**src/rtl/vedic2b_mul.sv**
```systemverilog
// vedic2b_mul: 2x2-bit unsigned Vedic (Urdhva-Tiryakbhyam) multiplier leaf cell.
// The product o is purely combinational. o_q is a 1-cycle registered copy for
// pipelined parents.
// Optional build macro VEDIC2BMUL_SELFCHECK_EN adds a sticky err output. It goes
// high when o disagrees with a behavioural reference product at a clock edge.
// Interface: no handshake. o_q follows o on every rising clk edge while rst_n=1.
module vedic2b_mul #(
  parameter logic [3:0] OQ_RST_VAL = 4'h0
) (
  input  logic       clk,
  input  logic       rst_n,
  input  logic [1:0] a,
  input  logic [1:0] b,
  output logic [3:0] o,
  output logic [3:0] o_q
`ifdef VEDIC2BMUL_SELFCHECK_EN
  ,
  output logic       err
`endif
);

  // Vertical/crosswise partial products
  logic p00;
  logic p01;
  logic p10;
  logic p11;
  logic c1;
  logic [3:0] prod_d;
  logic [3:0] oq_q;

  assign p00 = a[0] & b[0];
  assign p01 = a[0] & b[1];
  assign p10 = a[1] & b[0];
  assign p11 = a[1] & b[1];

  // Half adders: the crosswise column feeds its carry into the top vertical column
  always_comb begin
    prod_d    = 4'h0;
    c1        = p10 & p01;
    prod_d[0] = p00;
    prod_d[1] = p10 ^ p01;
    prod_d[2] = p11 ^ c1;
    prod_d[3] = p11 & c1;
  end

  assign o   = prod_d;
  assign o_q = oq_q;

  // Registered product copy, asynchronously forced to OQ_RST_VAL
  always_ff @(posedge clk or negedge rst_n) begin
    if (!rst_n) begin
      oq_q <= OQ_RST_VAL;
    end else begin
      oq_q <= prod_d;
    end
  end

`ifdef VEDIC2BMUL_SELFCHECK_EN
  logic [3:0] ref_prod;
  logic       err_q;

  assign ref_prod = {2'b00, a} * {2'b00, b};
  assign err      = err_q;

  // Sticky mismatch flag between the gate-level product and the reference
  always_ff @(posedge clk or negedge rst_n) begin
    if (!rst_n) begin
      err_q <= 1'b0;
    end else if (prod_d !== ref_prod) begin
      err_q <= 1'b1;
`ifndef SYNTHESIS
      $error("vedic2b_mul self-check: a=%0d b=%0d o=%0d ref=%0d", a, b, prod_d, ref_prod);
`endif
    end
  end
`endif

endmodule

```
**config.mk**
```make
export PLATFORM = sky130hd
export DESIGN_NAME = vedic2b_mul
export DESIGN_NICKNAME = d
export VERILOG_FILES = /design/src/rtl/vedic2b_mul.sv
export SDC_FILE = /design/constraint.sdc
export NUM_CORES = 1
export LEC_CHECK = 0
export BUFFER_PORTS_ARGS = -buffer_cell sky130_fd_sc_hd__buf_2
export CELL_PAD_IN_SITES_DETAIL_PLACEMENT = 2
export CELL_PAD_IN_SITES_GLOBAL_PLACEMENT = 2
export CORE_AREA = 5 5 42 44
export CTS_BUF_LIST = sky130_fd_sc_hd__clkbuf_2 sky130_fd_sc_hd__clkbuf_4 sky130_fd_sc_hd__clkbuf_8
export DETAILED_ROUTE_END_ITERATION = 10
export DIE_AREA = 0 0 47 49
export PLACE_DENSITY = 0.59
export SLEW_MARGIN = 20
export SYNTH_ARGS = -nofsm -noshare
export SYNTH_HDL_FRONTEND = slang
export SYNTH_SLANG_ARGS = --single-unit
```
**constraint.sdc**
```tcl
create_clock -name clk -period 2.8 [get_ports clk]
set_clock_uncertainty 0.1 [all_clocks]
set_input_delay 0.56 -clock clk [delete_from_list [all_inputs] [get_ports clk]]
set_output_delay 0.56 -clock clk [all_outputs]
set_load 0.05 [all_outputs]
```
==> impl_results.md <==
- Largest net degree at the start of global routing: 5
- Clock transition at path regs: around 30 ps
- Sink Count: 4
- Vias in the first global route: 181
- # IOs: 14
- Max IR drop VDD: 124 uV
- Status: finished, final reports clean
- Grt total ovfl: 0
- Vias: ~130
- PD cells: 670 nW/um^2
- Core area: approximately 1400 um^2
- Synth Net Count: 19
- RSZ-0062 raised after global routing: false
- CTS hold repair buffers: 0
- Hold Vio Cnt, Final: 0
- Drt first pass iters: 2
- Routed wire length: 414 um
- Worst hold path class: input pin to async pin
- Cell area after layout: 258 um^2
- Initial Util: 11.2%
- Hold slack final: roughly 28 ps
- Nets@finish: 36
- Largest area contributor in the netlist: dfrtp_1
- Total Routing Usage GR: under 10%
- Most frequent cells after synthesis: and2_1 (4), dfrtp_1 (4), ha_1 (2)
- TritonCTS clock tree: done
- Type of element launching the critical path: input pin
- CP max FO: 2
- Post-layout util: between 10% and 20%
- Sw frac: ~31%
- Crit end category: output pin
- Wire length per cell: ~10 um
- Setup repair bufs after CTS: 0
- Ys flop type: dfrtp_1
- Pleak: 0.000154 uW
- First-pass GRT wire length: around 630 um
- Post-CTS Resized: 0
- Max reg flops: 4
- Initial antenna violation count: 0
- IO Port Bufs: 13
- Synth top area cells: dfrtp_1 (63%), and2_1 (16%), ha_1 (16%)
- Sequential Power Share: ~36%
- Maxcap violations: 0
- CTS buffer count: 3
- Post-synth EDFFs: 0
- ANT cells: 0
- Fillers: between 150 and 200
- Sequential area share after synthesis: 63.5%
- Worst slew pin tran: ~260 ps
- Share of cells above drive strength 1: approximately three fifths
- Achievable Freq: ~450 MHz
- Crit path kind: input pin to output pin
- Clk pwr share: 39.5%
- Worst path arrival time: roughly 1600 ps
- Synth top area share: a little under two thirds
- Die H: approximately 49 um
- Die Wd: about 47 um
- Starting DRT DRC Count: 3
- Worst path required time: around 2100 ps
- Clk root buf: clkbuf_4
- Internal power: roughly 120 uW
- Gate power share: 24.4%
- Netlist cell types: 4
- Post-Syn Instances: 11
- Area Overhead vs Synth: 63.5%
- Final period util: about 79%
- Tmin final: ~2200 ps
- Placed cell area: 235 um^2
- Mapped Area: approximately 160 um^2
- Psw: between 50 and 60 uW
- Slew Viols, Final: 0
- Post-route setup slack: slightly below 600 ps
- TNS Setup: 0 ps
- Htree depth: 1
- RD Place Congestion: ~0.66
- Yosys Warn Count: 0
- Longest Clk Path Bufs: 2
- DR DRC count: 0
- Synthesized flop and latch total: 4
- Setup slack after placement: between 500 and 600 ps
- Syn Area/Cell: 14.3 um^2
- Final setup vio count: 0
- Max_slew headroom: between 80 and 90%
- Vias per cell: approximately 3.2
- Final ANT Viol Nets: 0
- Async SR Flop Fraction: 100%
- Die Area: ~2300 um^2
- FP Rows: 14
cell families (layout without fill, tap and decap cells):
| kind of cell | after synthesis | after routing | share of synthesized area (%) |
|---|---|---|---|
| simple gates | 4 | 4 | 15.9 |
| flops | 4 | 4 | 63.5 |
| buf+inv | 1 | 16 | 4.76 |
| fa+ha+maj | 2 | 2 | 15.9 |
worst max-delay path, stage by stage:
cell and delay (ps):
buf_2 100, and2_1 150, ha_1 190, ha_1 290
buf_2 260
path summary, 6_finish.rpt:
| kind | endpoint | startpoint | depth (start not counted) |
|---|---|---|---|
| setup / recovery | o[2] | b[0] | 5 |
| max in group asynchronous | o_q[0] | rst_n | 1 |
| min in group clk | o_q[0] | a[0] | 2 |
| hold / removal | o_q[3] | rst_n | 1 |
layer usage:
| metal | up-vias | part of all wire [%] | global-route usage [%] |
|---|---|---|---|
| met5 | - | 0 | 0 |
| met4 | 0 | 0 | 4.15 |
| met3 | 0 | 25 | 4.06 |
| met2 | 14 | 34 | 5.20 |
| met1 | 55 | 41 | 4.23 |
| li1 | 64 | - | - |
area by class of cell:
class	instances	area [um^2]	area share, %
clock buffers	3	22.5	8.74
multi-input cells	6	50.0	19.4
repair buffers	13	65.1	25.2
well taps	16	20.0	7.77
flip-flops and latches	4	100	38.8
cells in the final DEF (no fill, tap or decap):
master and count:
and2_1 4, buf_2 13, clkbuf_4 3, dfrtp_1 4, ha_1 2
power groups by stage:
| stage | clock [uW] | sequential, uW | combinational (uW) |
|---|---|---|---|
| 2_1_floorplan | 0 | 75.8 | 19.7 |
| 3_3_place_gp | 0 | 63.0 | 42.2 |
| 3_5_place_dp | 0 | 63.1 | 42.9 |
| 4_1_cts | 73.0 | 62.4 | 43.0 |
| 5_1_grt | 73.2 | 62.7 | 45.5 |
| 6_report | 68.3 | 62.3 | 42.1 |
metrics by stage:
stage	power, uW	std cells
after floorplan	95.5	11
after global placement	105	39
after detailed placement	106	39
after CTS	178	42
after global routing	181	42
final	173	42
No activity file was read; power rests on OpenSTA's default activity.
